--- src/rtl/pool1_pkg.sv ---
// pool1_pkg: shared types, constants and lane helpers for the pool1 max-pooling stage.
//   lane_t / beat_t : one signed DW-bit lane / one KPF-lane beat
//   pool_state_e    : RUN/HOLD output-stall state
//   *_DEF, W_OUT, H_OUT, *_BEATS_PER_FRAME : default geometry and derived frame sizes
package pool1_pkg;

    localparam int unsigned KPF    = 8;
    localparam int unsigned DW     = 16;
    localparam int unsigned BEAT_W = KPF * DW;

    localparam int unsigned W_IN_DEF     = 32;
    localparam int unsigned H_IN_DEF     = 32;
    localparam int unsigned C_GROUPS_DEF = 4;

    localparam int unsigned W_OUT = W_IN_DEF / 2;
    localparam int unsigned H_OUT = H_IN_DEF / 2;
    localparam int unsigned IN_BEATS_PER_FRAME  = W_IN_DEF * H_IN_DEF * C_GROUPS_DEF;
    localparam int unsigned OUT_BEATS_PER_FRAME = W_OUT * H_OUT * C_GROUPS_DEF;

    typedef logic signed [DW-1:0] lane_t;
    typedef logic [BEAT_W-1:0]    beat_t;

    typedef enum logic [0:0] {
        StRun,
        StHold
    } pool_state_e;

    function automatic lane_t lane_max(lane_t a, lane_t b);
        return (a > b) ? a : b;
    endfunction

    function automatic lane_t lane_get(beat_t beat, int unsigned k);
        return lane_t'(beat[k*DW +: DW]);
    endfunction

endpackage

--- src/rtl/pool1_layer_if.sv ---
// pool1_layer_if: blob stream bundle (en/eop/rdy + one KPF*DW beat).
//   master : drives en, eop, data; receives rdy
//   slave  : receives en, eop, data; drives rdy
interface pool1_layer_if;
    logic            en;
    logic            eop;
    logic            rdy;
    pool1_pkg::beat_t data;

    modport master (output en, output eop, output data, input rdy);
    modport slave  (input en, input eop, input data, output rdy);
endinterface

--- src/rtl/pool1_line_buf.sv ---
// pool1_line_buf: simple dual-port line buffer holding horizontal maxima of one even row.
//   clk_i                         : clock
//   wr_en_i, wr_addr_i, wr_data_i : synchronous write port
//   rd_en_i, rd_addr_i            : read request
//   rd_data_o                     : registered read data; holds until the next read
module pool1_line_buf
    import pool1_pkg::*;
#(
    parameter int unsigned Depth = 16,
    parameter int unsigned AddrW = 4
) (
    input  logic             clk_i,
    input  logic             wr_en_i,
    input  logic [AddrW-1:0] wr_addr_i,
    input  beat_t            wr_data_i,
    input  logic             rd_en_i,
    input  logic [AddrW-1:0] rd_addr_i,
    output beat_t            rd_data_o
);

    beat_t mem_q [Depth];
    beat_t rd_data_q;

    // Contents need no reset; every entry is written on an even row before it is read.
    always_ff @(posedge clk_i) begin
        if (wr_en_i) begin
            mem_q[wr_addr_i] <= wr_data_i;
        end
        if (rd_en_i) begin
            rd_data_q <= mem_q[rd_addr_i];
        end
    end

    assign rd_data_o = rd_data_q;

endmodule

--- src/rtl/pool1_layer.sv ---
// pool1_layer: 2x2 stride-2 max pooling over a group-major/row/column blob stream.
//   clk, rst (async, active-low)
//   blob_din  (slave)  : input beats, rdy = !pend (registered)
//   blob_dout (master) : pooled beats, en pulses when pend && rdy
//   frame_err          : sticky, eop not coinciding with the final input position
// Optional: define POOL1_RELU_EN to clamp negative output lanes to zero.
module pool1_layer
    import pool1_pkg::*;
#(
    parameter int unsigned W_IN          = W_IN_DEF,
    parameter int unsigned H_IN          = H_IN_DEF,
    parameter int unsigned C_GROUPS      = C_GROUPS_DEF,
    parameter int unsigned LB_ADDR_WIDTH = 4
) (
    input  logic          clk,
    input  logic          rst,
    pool1_layer_if.slave  blob_din,
    pool1_layer_if.master blob_dout,
    output logic          frame_err
);

    localparam int unsigned ColW = (W_IN > 1) ? $clog2(W_IN) : 1;
    localparam int unsigned RowW = (H_IN > 1) ? $clog2(H_IN) : 1;
    localparam int unsigned GrpW = (C_GROUPS > 1) ? $clog2(C_GROUPS) : 1;

    pool_state_e     state_q, state_d;
    logic [ColW-1:0] col_q, col_d;
    logic [RowW-1:0] row_q, row_d;
    logic [GrpW-1:0] grp_q, grp_d;
    beat_t           hreg_q, hreg_d;
    beat_t           dout_q, dout_d;
    logic            dout_eop_q, dout_eop_d;
    logic            pend_q, pend_d;
    logic            din_rdy_q, din_rdy_d;
    logic            frame_err_q, frame_err_d;

    logic                     accept, fire, produce, early_eop;
    logic                     last_col, last_row, last_grp, last_pos;
    logic                     lb_wr_en, lb_rd_en;
    logic [LB_ADDR_WIDTH-1:0] lb_addr;
    beat_t                    lb_wdata, lb_rdata, pooled;

    assign accept    = blob_din.en & din_rdy_q;
    assign fire      = pend_q & blob_dout.rdy;
    assign last_col  = (col_q == ColW'(W_IN - 1));
    assign last_row  = (row_q == RowW'(H_IN - 1));
    assign last_grp  = (grp_q == GrpW'(C_GROUPS - 1));
    assign last_pos  = last_col & last_row & last_grp;
    assign early_eop = blob_din.eop & ~last_pos;
    assign lb_addr   = LB_ADDR_WIDTH'(col_q >> 1);

    // Per-lane signed maxima: horizontal pair for the line buffer, full window for output.
    always_comb begin : p_lanes
        lane_t m;
        m        = '0;
        lb_wdata = '0;
        pooled   = '0;
        for (int unsigned k = 0; k < KPF; k++) begin
            lb_wdata[k*DW +: DW] = lane_max(lane_get(hreg_q, k), lane_get(blob_din.data, k));
            m = lane_max(lane_max(lane_get(lb_rdata, k), lane_get(hreg_q, k)),
                         lane_get(blob_din.data, k));
`ifdef POOL1_RELU_EN
            if (m[DW-1]) begin
                m = '0;
            end
`endif
            pooled[k*DW +: DW] = m;
        end
    end

    always_comb begin
        col_d       = col_q;
        row_d       = row_q;
        grp_d       = grp_q;
        hreg_d      = hreg_q;
        dout_d      = dout_q;
        dout_eop_d  = dout_eop_q;
        pend_d      = pend_q & ~fire;
        frame_err_d = frame_err_q;
        lb_wr_en    = 1'b0;
        lb_rd_en    = 1'b0;
        produce     = 1'b0;

        if (accept) begin
            if (blob_din.eop != last_pos) begin
                frame_err_d = 1'b1;
            end
            if (early_eop) begin
                // Truncated frame: restart at position 0 on the next beat.
                col_d = '0;
                row_d = '0;
                grp_d = '0;
            end else begin
                col_d = last_col ? '0 : col_q + 1'b1;
                if (last_col) begin
                    row_d = last_row ? '0 : row_q + 1'b1;
                    if (last_row) begin
                        grp_d = last_grp ? '0 : grp_q + 1'b1;
                    end
                end
            end

            unique case ({row_q[0], col_q[0]})
                2'b00: hreg_d = blob_din.data;
                2'b01: lb_wr_en = 1'b1;
                2'b10: begin
                    hreg_d   = blob_din.data;
                    lb_rd_en = 1'b1;
                end
                2'b11: begin
                    if (!early_eop) begin
                        produce    = 1'b1;
                        pend_d     = 1'b1;
                        dout_d     = pooled;
                        dout_eop_d = last_pos;
                    end
                end
                default: ;
            endcase
        end

        state_d = state_q;
        unique case (state_q)
            StRun:   if ((produce || pend_q) && !blob_dout.rdy) state_d = StHold;
            StHold:  if (fire) state_d = StRun;
            default: state_d = StRun;
        endcase

        din_rdy_d = ~pend_d & (state_d == StRun);
    end

    always_ff @(posedge clk or negedge rst) begin
        if (!rst) begin
            state_q     <= StRun;
            col_q       <= '0;
            row_q       <= '0;
            grp_q       <= '0;
            hreg_q      <= '0;
            dout_q      <= '0;
            dout_eop_q  <= 1'b0;
            pend_q      <= 1'b0;
            din_rdy_q   <= 1'b0;
            frame_err_q <= 1'b0;
        end else begin
            state_q     <= state_d;
            col_q       <= col_d;
            row_q       <= row_d;
            grp_q       <= grp_d;
            hreg_q      <= hreg_d;
            dout_q      <= dout_d;
            dout_eop_q  <= dout_eop_d;
            pend_q      <= pend_d;
            din_rdy_q   <= din_rdy_d;
            frame_err_q <= frame_err_d;
        end
    end

    pool1_line_buf #(
        .Depth (W_IN / 2),
        .AddrW (LB_ADDR_WIDTH)
    ) u_line_buf (
        .clk_i     (clk),
        .wr_en_i   (lb_wr_en),
        .wr_addr_i (lb_addr),
        .wr_data_i (lb_wdata),
        .rd_en_i   (lb_rd_en),
        .rd_addr_i (lb_addr),
        .rd_data_o (lb_rdata)
    );

    assign blob_din.rdy   = din_rdy_q;
    assign blob_dout.en   = fire;
    assign blob_dout.eop  = dout_eop_q;
    assign blob_dout.data = dout_q;
    assign frame_err      = frame_err_q;

endmodule

--- src/flat_wrapper.sv ---
// flat-port wrapper written by rule: the top's interface ports become plain ports
module pool1_layer_flat import pool1_pkg::*;
#(
    parameter int unsigned W_IN          = W_IN_DEF,
    parameter int unsigned H_IN          = H_IN_DEF,
    parameter int unsigned C_GROUPS      = C_GROUPS_DEF,
    parameter int unsigned LB_ADDR_WIDTH = 4
)
  (clk, rst, frame_err, blob_din_en, blob_din_eop, blob_din_data, blob_din_rdy, blob_dout_en, blob_dout_eop, blob_dout_data, blob_dout_rdy);
  pool1_layer_if blob_din_i ();
  pool1_layer_if blob_dout_i ();
  input  logic clk;
  input  logic rst;
  output logic frame_err;
  input wire logic [$bits(blob_din_i.en)-1:0] blob_din_en;
  input wire logic [$bits(blob_din_i.eop)-1:0] blob_din_eop;
  input wire logic [$bits(blob_din_i.data)-1:0] blob_din_data;
  output wire logic [$bits(blob_din_i.rdy)-1:0] blob_din_rdy;
  output wire logic [$bits(blob_dout_i.en)-1:0] blob_dout_en;
  output wire logic [$bits(blob_dout_i.eop)-1:0] blob_dout_eop;
  output wire logic [$bits(blob_dout_i.data)-1:0] blob_dout_data;
  input wire logic [$bits(blob_dout_i.rdy)-1:0] blob_dout_rdy;
  assign blob_din_i.en = blob_din_en;
  assign blob_din_i.eop = blob_din_eop;
  assign blob_din_i.data = blob_din_data;
  assign blob_din_rdy = blob_din_i.rdy;
  assign blob_dout_en = blob_dout_i.en;
  assign blob_dout_eop = blob_dout_i.eop;
  assign blob_dout_data = blob_dout_i.data;
  assign blob_dout_i.rdy = blob_dout_rdy;
  pool1_layer #(.W_IN(W_IN), .H_IN(H_IN), .C_GROUPS(C_GROUPS), .LB_ADDR_WIDTH(LB_ADDR_WIDTH)) u_core (.clk(clk), .rst(rst), .blob_din(blob_din_i), .blob_dout(blob_dout_i), .frame_err(frame_err));
endmodule
--- config.mk ---
export PLATFORM = sky130hd
export DESIGN_NAME = pool1_layer_flat
export DESIGN_NICKNAME = d
export VERILOG_FILES = /design/src/rtl/pool1_pkg.sv /design/src/rtl/pool1_layer_if.sv /design/src/rtl/pool1_line_buf.sv /design/src/rtl/pool1_layer.sv /design/src/flat_wrapper.sv
export SDC_FILE = /design/constraint.sdc
export NUM_CORES = 2
export LEC_CHECK = 0
export BUFFER_PORTS_ARGS = -buffer_cell sky130_fd_sc_hd__clkbuf_2
export CAP_MARGIN = 5
export CORE_ASPECT_RATIO = 2
export CORE_UTILIZATION = 30
export DETAILED_ROUTE_END_ITERATION = 8
export GPL_TIMING_DRIVEN = 0
export SLEW_MARGIN = 5
export SYNTH_ARGS = -nofsm -noshare
export SYNTH_HDL_FRONTEND = slang
export SYNTH_SLANG_ARGS = --single-unit
export TNS_END_PERCENT = 50
--- constraint.sdc ---
create_clock -name clk -period 10.1 [get_ports clk]
set_input_delay 0 -clock clk [delete_from_list [all_inputs] [get_ports clk]]
set_output_delay 0 -clock clk [all_outputs]
set_load 0.02 [all_outputs]
# Yosys cells after proc, flatten, opt, wreduce, memory -nomap -nowiden
# Memories as Yosys holds them, arrays and structs flattened. A register that Yosys moved wholly into a read port is not among the register bits.
# Cells that the tools add are included.
[totals] regBits=273 latch_bits=0 mem_bits_rw=2048 romBits=0 wordCells=118 mem_count=1
[memory_table] name="u_core.u_line_buf.mem_q" words=16 width=128 read_ports=1 rd_ports_with_merged_regs=1 wr=1 line_no="pool1_line_buf.sv:21" source="beat_t mem_q [Depth];"
[op_classes] n_addsub=3 multipliers=0 div=0 n_lt_le_gt_ge=24 n_eq_ne=7 shift=0 mux=48 bitwise_logic=13 reduce_logical=12
[op_table] operator="$gt A16 B16 Y1" n=24
[op_table] operator="$mux W16" n=24
[op_table] operator="$mux W5" n=5
[op_table] operator="$mux W1" n=14
[op_table] operator="$add A5 B1 Y5 const B" n=2
[op_table] operator="$eq A5 B5 Y1 const B" n=2
[op_table] operator="$mux W2" n=4
[op_table] operator="$and A1 B1 Y1" n=7
[op_table] operator="$eq A2 B2 Y1 const B" n=3
[op_table] operator="$not A1 Y1" n=6
[op_table] operator="$reduce_and A2 Y1" n=3
[op_table] operator="$reduce_and A3 Y1" n=2
[op_table] operator="$reduce_bool A2 Y1" n=2
[op_table] operator="$add A2 B1 Y2 const B" n=1
[op_table] operator="$eq A2 B1 Y1 const B" n=1
[op_table] operator="$logic_not A2 Y1" n=1
[op_table] operator="$pmux W1 S2" n=1
[op_table] operator="$reduce_or A2 Y1" n=1
[op_table] operator="$logic_and A1 B1 Y1" n=1
[op_table] operator="$logic_not A1 Y1" n=1
[op_table] operator="$logic_or A1 B1 Y1" n=1
[op_table] operator="$ne A1 B1 Y1" n=1

# Longest topological paths before layout
[depth] word_depth=14 depth_mapped=21 mapped_depth_nobuf=17

# Hierarchy
# From an unflattened synthesis, not the netlist that was laid out.
[hier_totals] hier_cells=5985 hier_area_um2=104336.3
[modules_own_cells] mod="pool1_line_buf" instances=1 cells_per_inst=3357 area_each_um2=80723.7 seq_area_each_um2=65342.7
[modules_own_cells] mod="pool1_layer" instances=1 cells_per_inst=2628 area_each_um2=23612.6 seq_area_each_um2=6831.6

# Worst setup path before layout
# Ideal clock, no wire load.
[synth_path] kind="register to register" startpoint="reg u_core.col_q[2]" endpoint="mem u_core.u_line_buf.mem_q[0][0] (netlist bit) (enable)" setup_ns=0.772 arrival_time_ns=10.028 path_slack_ns=-0.700 stages_incl_launch_ff=6 path_buffers=3 path_cell_list="dfrtp_1 clkbuf_1 buf_1 clkbuf_1 or3_1 nor3_1"
[synth_lines] element="from (decl)" line_no="pool1_layer.sv:27" source="logic [ColW-1:0] col_q, col_d;"
[synth_lines] element="from (signal assigned)" line_no="pool1_layer.sv:146" source="col_q <= col_d;"
[synth_lines] element="to (decl)" line_no="pool1_line_buf.sv:21"
# Straight into the memory's write port.

# Worst setup path in the final report
[layout_path] startpoint="reg u_core.col_q[3]" endpoint="reg u_core.dout_q[80], in the netlist u_core.blob_dout.data[80]"
[layout_via] elab_chain_len=7
[layout_lines] element="$eq A5 B5 Y1" line_no="pool1_layer.sv:45" source="assign last_col = (col_q == ColW'(W_IN - 1));"
[layout_lines] element="$and A1 B1 Y1 (2 in a row)" line_no="pool1_layer.sv:48" source="assign last_pos = last_col & last_row & last_grp;"
[layout_lines] element="$not A1 Y1" line_no="pool1_layer.sv:49" source="assign early_eop = blob_din.eop & ~last_pos;"
[layout_lines] element="$and A1 B1 Y1" line_no="pool1_layer.sv:49"
[layout_lines] element="$not A1 Y1 (no line)"
[layout_lines] element="$reduce_and A3 Y1 (no line)"
[layout_lines] element="to (signal assigned)" line_no="pool1_layer.sv:150" source="dout_q <= dout_d;"
[layout_lines] element="to (decl)" line_no="pool1_layer.sv:31" source="beat_t dout_q, dout_d;"
# Every way passes these cells.
# A chain may end at the register's enable or synchronous reset.

==> flow_metrics.py <==
metrics = {
    "logic_synthesis": {
        "synth_most_common_cell": "edfxtp_1",
        "syn-mean-instance-area_um2": 17.8,
        "syn-cell-area_um2": 105000,
        "ys_warn_count": 0,
        "synthTopCellsByArea": "edfxtp_1 (62%), mux4_2 (14%), dfrtp_1 (6.5%)",
        "synth_top_area_frac": 0.621,
        "synth_common_cells": "edfxtp_1 (2,176), mux4_2 (640), ha_1 (390)",
        "synth_nets": 6440,
        "synth_area_leader_cell": "edfxtp_1",
        "synthFlopType": "edfxtp_1",
        "synthDistinctLibCells": 72,
        "synth_edf_count": 2176,
        "syn_inst": 5917,
        "yosysSeqAreaShare": 0.686,
        "ys_seq_elements": 2449,
        "async_reset_ff_frac": 0.111,
    },
    "worst_setup_path": {
        "required_ns": 10.89,
        "path_buf_inv": 7,
        "path_cells": "clkbuf_1 > clkbuf_1 > and3_1 > ha_1 > nand3_1 > ha_1 > nor3_4 > buf_16 > buf_8 > clkbuf_2 > buf_12 > clkbuf_1 > nand3_1 > o211ai_1",
        "cp_common_cell": "clkbuf_1",
        "crit_family": "buffers and inverters",
        "cp_slowest_cell": "clkbuf_1",
        "critPathLaunchType": "flip-flop",
        "path_max_fanout": 10,
        "cp.arrival_ns": 7.57,
        "max_stage_delay_ns": 1.07,
        "crit_type": "reg2reg",
        "cp-end-kind": "flip-flop",
    },
    "pwr": {
        "pwr-share-seq": 0.408,
        "p_int_mw": 22.5,
        "power.net_switching_mw": 12.2,
        "powerDensity_nw_per_um2": 277,
        "ir_worst_vdd_uv": 150,
        "p_comb_frac": 0.354,
        "clkPwrFrac": 0.238,
        "swShare": 0.351,
        "p_leak_nw": 43.4,
    },
    "sta": {
        "setup_violations": 0,
        "drv_slew": 10,
        "finalClockSkew_ns": 0.0620,
        "tightest_slew_ns": 1.50,
        "worst_hold_slack_ns": 0.0307,
        "hold_violations": 0,
        "rsz0062_at_grt": "false",
        "fin_crit_ns": 6.78,
        "relSlewSlack": -0.000157,
        "timing.final.crit_share": 0.671,
        "fmax_ghz": 0.147,
    },
    "final_layout": {
        "multi_input_area_um2": 30900,
        "areaGrowthSynthToFinish_pct": 19.0,
        "final_nets": 7320,
        "n_fill_cell": 32300,
        "regArea_um2": 72200,
        "final_core_util": 0.359,
        "layout-drive-gt1-share": 0.237,
        "finalInstanceArea_um2": 125000,
    },
    "grt": {
        "grt_start_max_net_pins": 87,
        "antenna_found_initial": 50,
        "grt_pass1_wl_um": 460000,
        "gr-total-overflow": 0,
        "grt_pass1_vias": 63500,
        "grt_usage": 0.182,
    },
    "floorplan": {
        "ios": 265,
        "dieArea_um2": 353000,
        "die_w_um": 421,
        "design.core.area_um2": 349000,
        "start_util": 0.302,
        "die_y_um": 840,
        "std_cell_rows": 307,
    },
    "route": {
        "drc": 0,
        "viasPerCell": 5.21,
        "route.vias.total": 60500,
        "firstDrtPassIters": 8,
        "ant_nets": 0,
        "wl_per_cell_um": 28.0,
        "drt_iter0_markers": 5602,
        "wl_um": 325000,
    },
    "placement": {
        "port_buffers": 264,
        "hpwl_um": 232000,
        "dpl_cell_area_um2": 116000,
        "place_congestion": 0.908,
    },
    "clock_tree": {
        "cts_tree": "done",
        "worstSkewPairLatency_ns": 0.88,
        "root_buffer": "clkbuf_16",
        "holdBufCountCts": 189,
        "cts_max_level": 4,
        "clk_pin_slew_worst_paths_ns": 0.07,
        "cts.sinks": 2449,
        "post_cts_buffers": 0,
        "cts_resized": 0,
        "numCtsBuffers": 215,
        "clockBufferDepth": 4,
    },
    "flow_run": {
        "drv_cap": 1,
    },
    "min_path": {
        "hold_class": "in2reg",
    },
    "run_status": {
        "status": "complete, but fails checks",
        "violations": "max-capacitance violations, max-slew violations",
    },
}
[state kept, by name, indices dropped and copies added (netlist names)]
signal and flops:
u_core.state_q 1, u_core.frame_err 1, u_core.grp_q 2, u_core.blob_din.rdy 1, u_core.u_line_buf.mem_q 2048, u_core.row_q 5
u_core.pend_q 1, u_core.u_line_buf.rd_data_o 128, u_core.hreg_q 128, u_core.blob_dout.data 128, u_core.blob_dout.eop 1, u_core.col_q 5
[routing by layer]
| metal | track usage | routed length, um |
|---|---|---|
| met1 | 0.205 | 115000 |
| met4 | 0.0852 | 17700 |
| met3 | 0.0345 | 23300 |
| met5 | 0 | 91 |
| met2 | 0.327 | 169000 |
[per-stage QoR]
stage / TNS [ns] / std cells / total power, mW / setup slack (ns)
2_1_floorplan: -147.71 / 5917 / 21.8 / -0.617
3_3_place_gp: - / 10800 / 25.9 / -14.92
3_5_place_dp: 0 / 11000 / 26.4 / 3.43
4_1_cts: 0 / 11600 / 34.7 / 3.36
5_1_grt: 0 / 11600 / 36.2 / 3.29
6_report: 0 / 11600 / 34.7 / 3.32
[cell families after synthesis]
| group | share of synthesized area |
|---|---|
| flip-flops | 0.686 |
| AND/OR/NAND/NOR | 0.0395 |
| multiplexers | 0.155 |
| AO/OA/AOI/OAI | 0.0491 |
| buffers and inverters | 0.0240 |
| adder cells (fa/ha/maj) | 0.0463 |
| XOR/XNOR | 0.000166 |
[cell usage in the layout, fill, tap and decap left out, types with 33 or more instances in the layout]
| master | instances |
|---|---|
| a211oi_1 | 67 |
| a21o_1 | 69 |
| a21oi_1 | 173 |
| and3_1 | 38 |
| buf_12 | 74 |
| buf_16 | 55 |
| buf_2 | 75 |
| buf_4 | 35 |
| clkbuf_1 | 204 |
| clkbuf_16 | 217 |
| clkbuf_2 | 278 |
| clkinv_1 | 38 |
| clkinv_2 | 34 |
| dfrtp_1 | 273 |
| dlygate4sd3_1 | 188 |
| edfxtp_1 | 2176 |
| ha_1 | 390 |
| inv_1 | 359 |
| mux2_2 | 33 |
| mux2i_1 | 72 |
| mux2i_2 | 45 |
| mux4_2 | 640 |
| nand2_1 | 302 |
| nand3_1 | 114 |
| nand4_1 | 90 |
| nor2_1 | 104 |
| nor3b_1 | 46 |
| o211ai_1 | 68 |
| o21ai_0 | 184 |
[worst min-delay path: stages]
cell	delay, ns
dlygate4sd3_1	0.52
clkbuf_2	0.15
a21oi_1	0.05
a21o_1	0.15
[cell type report]
| type | instances | share of cell area |
|---|---|---|
| Antenna cell | 18 | 0.000359 |
| Timing Repair Buffer | 663 | 0.0564 |
| Inverter | 359 | 0.0108 |
| Tap cell | 4635 | 0.0463 |
| Multi-Input combinational cell | 2827 | 0.246 |
| Clock buffer | 253 | 0.0445 |
| Clock inverter | 124 | 0.00973 |
| Buffer | 282 | 0.00958 |
| Sequential cell | 2449 | 0.576 |
[power by group through the flow]
stage / Sequential (mW) / Combinational (mW) / Clock, mW
floorplan: 14.4 / 7.34 / 0
detailed placement: 14.4 / 12.1 / 0
global route: 14.2 / 13.3 / 8.72
finish: 14.2 / 12.3 / 8.27
global placement: 14.5 / 11.4 / 0
CTS: 14.2 / 12.2 / 8.40
[path summary, 6_finish.rpt]
check,from,to,slack [ns],cells after the start
max,u_core.col_q[3]$_DFFE_PN0P_,u_core.blob_dout.data[80]$_DFFE_PN0P_,3.32,14
min,blob_dout_rdy,u_core.state_q$_DFF_PN0_,0.03,4
max reg2reg,u_core.col_q[3]$_DFFE_PN0P_,u_core.blob_dout.data[80]$_DFFE_PN0P_,3.32,14
min reg2reg,u_core.blob_dout.eop$_DFFE_PN0P_,u_core.blob_dout.eop$_DFFE_PN0P_,0.48,2
max in group asynchronous,rst,u_core.blob_dout.data[4]$_DFFE_PN0P_,8.66,5
min in group asynchronous,rst,u_core.hreg_q[73]$_DFFE_PN0P_,0.31,4
Note: power is estimated with default switching activity, not from simulation.
